`src/rtl/mips_pkg.sv`:
```
// Shared types for the MIPS fetch path: PC state machine encoding, next-PC select codes
// and the state-transition helper used by pc_unit.
package mips_pkg;

    localparam int PC_W_DEF = 32;

    typedef enum logic [1:0] {
        BOOT = 2'd0,
        RUN  = 2'd1,
        HALT = 2'd2
    } pc_state_t;

    typedef enum logic [2:0] {
        SEL_SEQ  = 3'd0,
        SEL_BR   = 3'd1,
        SEL_JMP  = 3'd2,
        SEL_HOLD = 3'd3,
        SEL_EXC  = 3'd4,
        SEL_ERET = 3'd5
    } pc_sel_t;

    // A trap (or return from it) keeps the core running even if halt is requested together.
    function automatic pc_state_t pc_next_state(
        input pc_state_t st,
        input logic      halt,
        input logic      exc,
        input logic      eret
    );
        pc_state_t ns;
        ns = st;
        case (st)
            BOOT: ns = RUN;
            RUN: begin
                if (exc || eret) begin
                    ns = RUN;
                end else if (halt) begin
                    ns = HALT;
                end else begin
                    ns = RUN;
                end
            end
            HALT: begin
                if (exc) begin
                    ns = RUN;
                end else begin
                    ns = HALT;
                end
            end
            default: ns = BOOT;
        endcase
        return ns;
    endfunction

endpackage

```
`src/rtl/pc_next_mux.sv`:
```
// Combinational next-PC priority select for pc_unit: exc > eret > halt > stall > jump > branch > seq.
// Redirects are only honoured in RUN; HALT responds to the trap request alone.
module pc_next_mux
    import mips_pkg::*;
#(
    parameter int              PC_W    = PC_W_DEF,
    parameter int              STEP    = 1,
    parameter logic [PC_W-1:0] EXC_VEC = PC_W'(32'h0000_0080)
) (
    input  pc_state_t        i_state,
    input  logic [PC_W-1:0]  i_pc,
    input  logic [PC_W-1:0]  i_epc,
    input  logic             i_exc,
    input  logic             i_eret,
    input  logic             i_halt,
    input  logic             i_stall,
    input  logic             i_jump,
    input  logic [PC_W-1:0]  i_jump_addr,
    input  logic             i_branch,
    input  logic [PC_W-1:0]  i_branch_off,
    output pc_sel_t          o_sel,
    output logic [PC_W-1:0]  o_next_pc,
    output logic [PC_W-1:0]  o_pc_plus
);

    localparam logic [PC_W-1:0] STEP_V = PC_W'(STEP);

    logic [PC_W-1:0] w_pc_plus;
    pc_sel_t         w_sel;

    assign w_pc_plus = i_pc + STEP_V;
    assign o_pc_plus = w_pc_plus;
    assign o_sel     = w_sel;

    // Priority decode of the redirect sources for the current state.
    always_comb begin
        w_sel = SEL_HOLD;
        case (i_state)
            RUN: begin
                if (i_exc) begin
                    w_sel = SEL_EXC;
                end else if (i_eret) begin
                    w_sel = SEL_ERET;
                end else if (i_halt || i_stall) begin
                    w_sel = SEL_HOLD;
                end else if (i_jump) begin
                    w_sel = SEL_JMP;
                end else if (i_branch) begin
                    w_sel = SEL_BR;
                end else begin
                    w_sel = SEL_SEQ;
                end
            end
            HALT: begin
                if (i_exc) begin
                    w_sel = SEL_EXC;
                end else begin
                    w_sel = SEL_HOLD;
                end
            end
            default: w_sel = SEL_HOLD;
        endcase
    end

    // Branch offsets are relative to the delay-slot address, i.e. pc+STEP.
    always_comb begin
        o_next_pc = i_pc;
        case (w_sel)
            SEL_SEQ:  o_next_pc = w_pc_plus;
            SEL_BR:   o_next_pc = w_pc_plus + i_branch_off;
            SEL_JMP:  o_next_pc = i_jump_addr;
            SEL_HOLD: o_next_pc = i_pc;
            SEL_EXC:  o_next_pc = EXC_VEC;
            SEL_ERET: o_next_pc = i_epc;
            default:  o_next_pc = i_pc;
        endcase
    end

endmodule

```
`src/rtl/pc_unit.sv`:
```
// Program-counter unit of the unpipelined MIPS core: BOOT/RUN/HALT state, fetch PC and trap EPC.
// Define PC_EXC_EN to add the trap/return ports (i_exc, i_eret, o_epc).
module pc_unit
    import mips_pkg::*;
#(
    parameter int              PC_W      = PC_W_DEF,
    parameter int              STEP      = 1,
    parameter logic [PC_W-1:0] RESET_VEC = {PC_W{1'b0}},
    parameter logic [PC_W-1:0] EXC_VEC   = PC_W'(32'h0000_0080)
) (
    input  logic             i_clk,
    input  logic             i_rst_n,
    input  logic             i_stall,
    input  logic             i_halt,
    input  logic             i_branch,
    input  logic [PC_W-1:0]  i_branch_off,
    input  logic             i_jump,
    input  logic [PC_W-1:0]  i_jump_addr,
`ifdef PC_EXC_EN
    input  logic             i_exc,
    input  logic             i_eret,
    output logic [PC_W-1:0]  o_epc,
`endif
    output logic [PC_W-1:0]  o_pc,
    output logic [PC_W-1:0]  o_pc_plus,
    output logic             o_valid,
    output logic             o_halted
);

    pc_state_t       r_state;
    pc_state_t       w_state_nxt;
    logic [PC_W-1:0] r_pc;
    logic [PC_W-1:0] w_pc_nxt;
    logic [PC_W-1:0] w_epc;
    pc_sel_t         w_sel;
    logic            w_exc;
    logic            w_eret;

`ifdef PC_EXC_EN
    logic [PC_W-1:0] r_epc;

    assign w_exc  = i_exc;
    assign w_eret = i_eret;
    assign w_epc  = r_epc;
    assign o_epc  = r_epc;

    // Trap return address is captured only when the trap is actually taken.
    always_ff @(posedge i_clk) begin
        if (!i_rst_n) begin
            r_epc <= {PC_W{1'b0}};
        end else if (w_sel == SEL_EXC) begin
            r_epc <= r_pc;
        end else begin
            r_epc <= r_epc;
        end
    end
`else
    assign w_exc  = 1'b0;
    assign w_eret = 1'b0;
    assign w_epc  = {PC_W{1'b0}};
`endif

    pc_next_mux #(
        .PC_W    (PC_W),
        .STEP    (STEP),
        .EXC_VEC (EXC_VEC)
    ) u_next_mux (
        .i_state      (r_state),
        .i_pc         (r_pc),
        .i_epc        (w_epc),
        .i_exc        (w_exc),
        .i_eret       (w_eret),
        .i_halt       (i_halt),
        .i_stall      (i_stall),
        .i_jump       (i_jump),
        .i_jump_addr  (i_jump_addr),
        .i_branch     (i_branch),
        .i_branch_off (i_branch_off),
        .o_sel        (w_sel),
        .o_next_pc    (w_pc_nxt),
        .o_pc_plus    (o_pc_plus)
    );

    // State transition decode.
    always_comb begin
        w_state_nxt = pc_next_state(r_state, i_halt, w_exc, w_eret);
    end

    // State and fetch PC registers; reset overrides every other input.
    always_ff @(posedge i_clk) begin
        if (!i_rst_n) begin
            r_state <= BOOT;
            r_pc    <= RESET_VEC;
        end else begin
            r_state <= w_state_nxt;
            r_pc    <= w_pc_nxt;
        end
    end

    assign o_pc     = r_pc;
    assign o_valid  = (r_state == RUN) && !i_stall;
    assign o_halted = (r_state == HALT);

endmodule

```
`config.mk`:
```
export PLATFORM = sky130hd
export DESIGN_NAME = pc_unit
export DESIGN_NICKNAME = d
export VERILOG_FILES = /design/src/rtl/mips_pkg.sv /design/src/rtl/pc_next_mux.sv /design/src/rtl/pc_unit.sv
export SDC_FILE = /design/constraint.sdc
export NUM_CORES = 1
export LEC_CHECK = 0
export BUFFER_PORTS_ARGS = -buffer_cell sky130_fd_sc_hd__buf_4
export CAP_MARGIN = 20
export CELL_PAD_IN_SITES_DETAIL_PLACEMENT = 1
export CELL_PAD_IN_SITES_GLOBAL_PLACEMENT = 1
export CORE_MARGIN = 2
export CORE_UTILIZATION = 34
export CTS_CLUSTER_SIZE = 10
export DETAILED_ROUTE_END_ITERATION = 8
export GPL_TIMING_DRIVEN = 0
export HOLD_SLACK_MARGIN = 0.03
export PLACE_DENSITY_LB_ADDON = 0.1
export SYNTH_ARGS = -nofsm -noshare
export SYNTH_HDL_FRONTEND = slang
export SYNTH_SLANG_ARGS = --single-unit
export TNS_END_PERCENT = 20
```
`constraint.sdc`:
```
create_clock -name i_clk -period 8.35 [get_ports i_clk]
set_clock_uncertainty 0.1 [all_clocks]
set_input_delay 2.505 -clock i_clk [delete_from_list [all_inputs] [get_ports i_clk]]
set_output_delay 2.505 -clock i_clk [all_outputs]
set_load 0.05 [all_outputs]
```
==> results.txt <==
In the routed layout, each cell is associated on average with a via count of 5.735. Summing over every cut layer, the via total after detailed routing is 5385. The number of distinct standard cells referenced by the synthesized netlist was 66. The mean instance size in the synthesized netlist is 7.146 um2.

The count of final hold-check violations was 0. Switching part of the total power: 35.44%. Total clock buffers created by CTS: 5. The number of I/O pins is 136.

The final-layout fill cell count is 1693. The critical path's top delay family is simple AND/OR/NAND/NOR gates. The commonest register cell after synthesis is sky130_fd_sc_hd__dfxtp_1. Traced cell by cell, the critical path runs through ha_1 -> nand3_1 -> nor2_1 -> nand2_1 -> nor3_1 -> nand3_1 -> xnor2_1 -> buf_4. Counting flops with an async set or reset pin after synthesis yields a share of 0%.

Along the worst path, the maximum fanout reaches 8. The tightest slew margin relative to the limit was 48.89%; the number of H-tree levels was 2. In the final routed layout, each cell accounts on average for 20.78 um. The post-route standard cell area excluding fillers was 5851 um2; the number of antenna-violating nets in the routed design was 0.

The final number of max-transition violations came out at 0. Buffers added to address setup during post-CTS repair amount to 0. For the standard cell core area, the log shows 12720 um2. For this design the ratio of total power to cell area is 100.9 nW/um2.

Library cell occupying the most area in the post-synthesis netlist: sky130_fd_sc_hd__dfxtp_1. Routed metal-1 wirelength: 8931 um. The tools report the length of routed met3 wiring as 1021 um. Fraction of final layout cells sized beyond drive strength 1: 21.12%.

The final layout contains 881 nets. TritonCTS built the clock tree. Total die area: 14050 um2. The type of the worst setup path is reg2out. The root cell of the clock tree is sky130_fd_sc_hd__clkbuf_16.

Buffer and inverter count on the worst path: 1. Setup violations remaining at the end of the flow were counted as 0. The net switching component of the power was 209.3 uW. The peak ir drop on the vdd network was 0.08029 mV; the clock transition at the registers of the reported paths was 0.06 ns. Before antenna repair, the detailed router went through 4 iterations.

The post-route fraction of the period consumed by the critical path works out to 71.76%. Of the total power, combinational logic draws 33.8%. The achievable frequency came out at 0.1669 GHz. By area the synthesized netlist is led by sky130_fd_sc_hd__dfxtp_1 15%, sky130_fd_sc_hd__ha_1 12%, sky130_fd_sc_hd__a21oi_1 6.4%.

Setup repair after global routing left no endpoint under its margin. The Yosys step of the flow raised 0 warnings. CTS saw 34 sinks. Across the whole layout, storage elements account for 680.7 um2. For this design, the slowest cell found on the critical path is sky130_fd_sc_hd__nor3_1.

In the post-synthesis netlist, the cell with the most instances is sky130_fd_sc_hd__nand2_1. The die is 118.5 um wide. Sequential cells burn 29.6% of the power. The share of synthesized area in the top cell type comes to 15.26%. The area of the mapped netlist was 4459 um2. The detailed-routed wire length on met2 was 9236 um; the total routed wirelength was 19510 um. After synthesis the netlist holds a flip-flop and latch count of 34. After detailed routing, the number of remaining DRC violations is 0.

The number of hold buffers added after CTS was 0. Summing all placed instances gives a cell area of 5688 um2. The logs give 931 for the cell count after placement and 0 for the number of inserted diodes. STA puts the critical path data required time at 5.75 ns.

At the end of routability-driven placement, the weighted congestion stood at 0.8854. The floorplan step set the die height to 118.5 um. Among the stages of the critical path, the cell type that occurs most often is sky130_fd_sc_hd__nand3_1. The number of max-capacitance violations reported was 0; the signed area change from the synthesized netlist to the final layout was 31.20%.

The count of input and output buffers was 135; the pin count of the biggest net entering global routing was 11. The synthesized instance count came out at 624. The run finished with clean final reports.

At the pin with the least slew margin, the transition time is 0.7473 ns. The logs give 381.2 uW for the total internal power and 3.39 ns for the arrival time reported for the critical path endpoint. The number of antenna violations at the first check in global routing came out at 0. The via count of the first global-routing pass came out at 5481.

The run gives 391 as the number of DRC markers after the initial detailed-route iteration. The run gives 35.05% as the initial core utilization. After legalization and detailed placement, the total HPWL measured 15970 um. Summing internal, switching and leakage power gives 590.4 uW.

Summing the sequential cell areas from Yosys gives 15.26% of the chip area. The clock passes through at most 2 buffers. Worst hold path class: reg2reg. The clock period could shrink to 5.992 ns. The total congestion overflow after global routing is 0, and the clock latency of the later-clocked register in the worst-skew pair is 0.28 ns.

On the worst path, the slowest cell contributes a delay of 0.59 ns. Adding up every negative setup slack in the final design gives 0 ns. The clock network power share was 36.6%. After synthesis, the most frequently instantiated cells are 72 x sky130_fd_sc_hd__nand2_1, 57 x sky130_fd_sc_hd__a21oi_1, 46 x sky130_fd_sc_hd__nor2_1. The tools report the startpoint type of the worst setup path as a flop. The number of nets in the synthesized netlist is 739. After clock tree synthesis, the repair step resized 0 gates. The first global-routing pass estimated 30190 um of wire. After the flow finishes, the layout carries non-filler instances totaling 939. For the static leakage, the log shows 0.002591 uW. The area taken by multi-input logic gates is 3567 um2. The number of synthesized flops with an enable pin was 0. The kind of capture point of the worst setup path is an output pin.

Uppermost layer routed: met4. The total global routing track utilization came out at 27.10%. The floorplan has 41 rows.
per-layer routing:
layer	GRT usage (%)	up-vias
met5	0	-
met1	36.88	2630
li1	-	2585
met3	3.330	21
met2	45.83	149
met4	5.580	0
worst register-to-register path: stages, from the launching register on:
cell,delay (ns)
sky130_fd_sc_hd__dfxtp_1,0.52
sky130_fd_sc_hd__ha_1,0.35
sky130_fd_sc_hd__nand3_1,0.14
sky130_fd_sc_hd__nor2_1,0.29
sky130_fd_sc_hd__nand2_1,0.14
sky130_fd_sc_hd__nor3_1,0.59
sky130_fd_sc_hd__nand3_1,0.19
sky130_fd_sc_hd__xnor2_1,0.58
sky130_fd_sc_hd__ha_1,0.22
sky130_fd_sc_hd__clkbuf_1,0.31
sky130_fd_sc_hd__a21oi_1,0.17
sky130_fd_sc_hd__o21bai_1,0.25
sky130_fd_sc_hd__nor2_1,0.09
sky130_fd_sc_hd__nand4_1,0.17
sky130_fd_sc_hd__nand2_1,0.11
sky130_fd_sc_hd__o31ai_1,0.46
sky130_fd_sc_hd__nor4bb_1,0.12
sky130_fd_sc_hd__or3b_1,0.35
logic make-up after synthesis:
kind of cell / Yosys count / share of synthesized area [%]
compound gates: 205 / 29.83
xor+xnor: 49 / 9.792
fa+ha+maj: 45 / 12.79
buf+inv: 53 / 4.742
flops: 34 / 15.26
mux: 4 / 0.8979
simple gates: 234 / 26.68
power groups by stage:
stage / clock, uW / sequential, uW / combinational (uW)
floorplan: 0 / 189 / 106
global placement: 0 / 178 / 194
detailed placement: 0 / 178 / 198
CTS: 218 / 174 / 199
global route: 222 / 175 / 215
finish: 216 / 175 / 200
cell usage in the layout, fill, tap and decap left out, drive strengths merged, types with 15 or more instances in the layout:
cell / n
buf: 140
nand2: 73
a21oi: 57
nor2: 48
ha: 44
o21ai: 43
dfxtp: 34
clkbuf: 32
xnor2: 30
nand3: 25
inv: 21
xor2: 19
nor3: 18
a21o: 16
nand4: 16
a221oi: 15
final timing paths:
| check | cells past startpoint | slack, ns | endpoint | from |
|---|---|---|---|---|
| setup reg to reg | 17 | 3.10 | o_pc[31] | o_pc[0] |
| hold / removal | 1 | 0.36 | r_state[0] | r_state[1] |
| setup / recovery | 8 | 2.36 | o_pc_plus[24] | o_pc[0] |
| hold reg to reg | 1 | 0.36 | r_state[0] | r_state[1] |
per-stage QoR:
step / setup slack (ns) / util, % / hold slack [ns]
2_1_floorplan: 2.586 / - / 0.3218
3_3_place_gp: 2.768 / 44.71 / 0.3430
3_5_place_dp: 2.663 / 44.71 / 0.3516
4_1_cts: 2.449 / 45.99 / 0.3629
5_1_grt: 2.186 / 45.99 / 0.3871
6_report: 2.358 / 45.99 / 0.3622
sequential cells by signal (all words and copies together), names as in the netlist:
| signal | count |
|---|---|
| r_state | 2 |
| o_pc | 32 |
final cells by class:
type                       count  share of cell area [%]
multi-input combinational    537                   60.97
timing repair buffer         135                   17.32
sequential                    34                   11.63
tap                          172                   3.678
clock buffer                   7                   2.267
buffer                        30                   2.139
inverter                      23                   1.476
clock inverter                 1                  0.5133
Power figures use the tool's default switching activity.
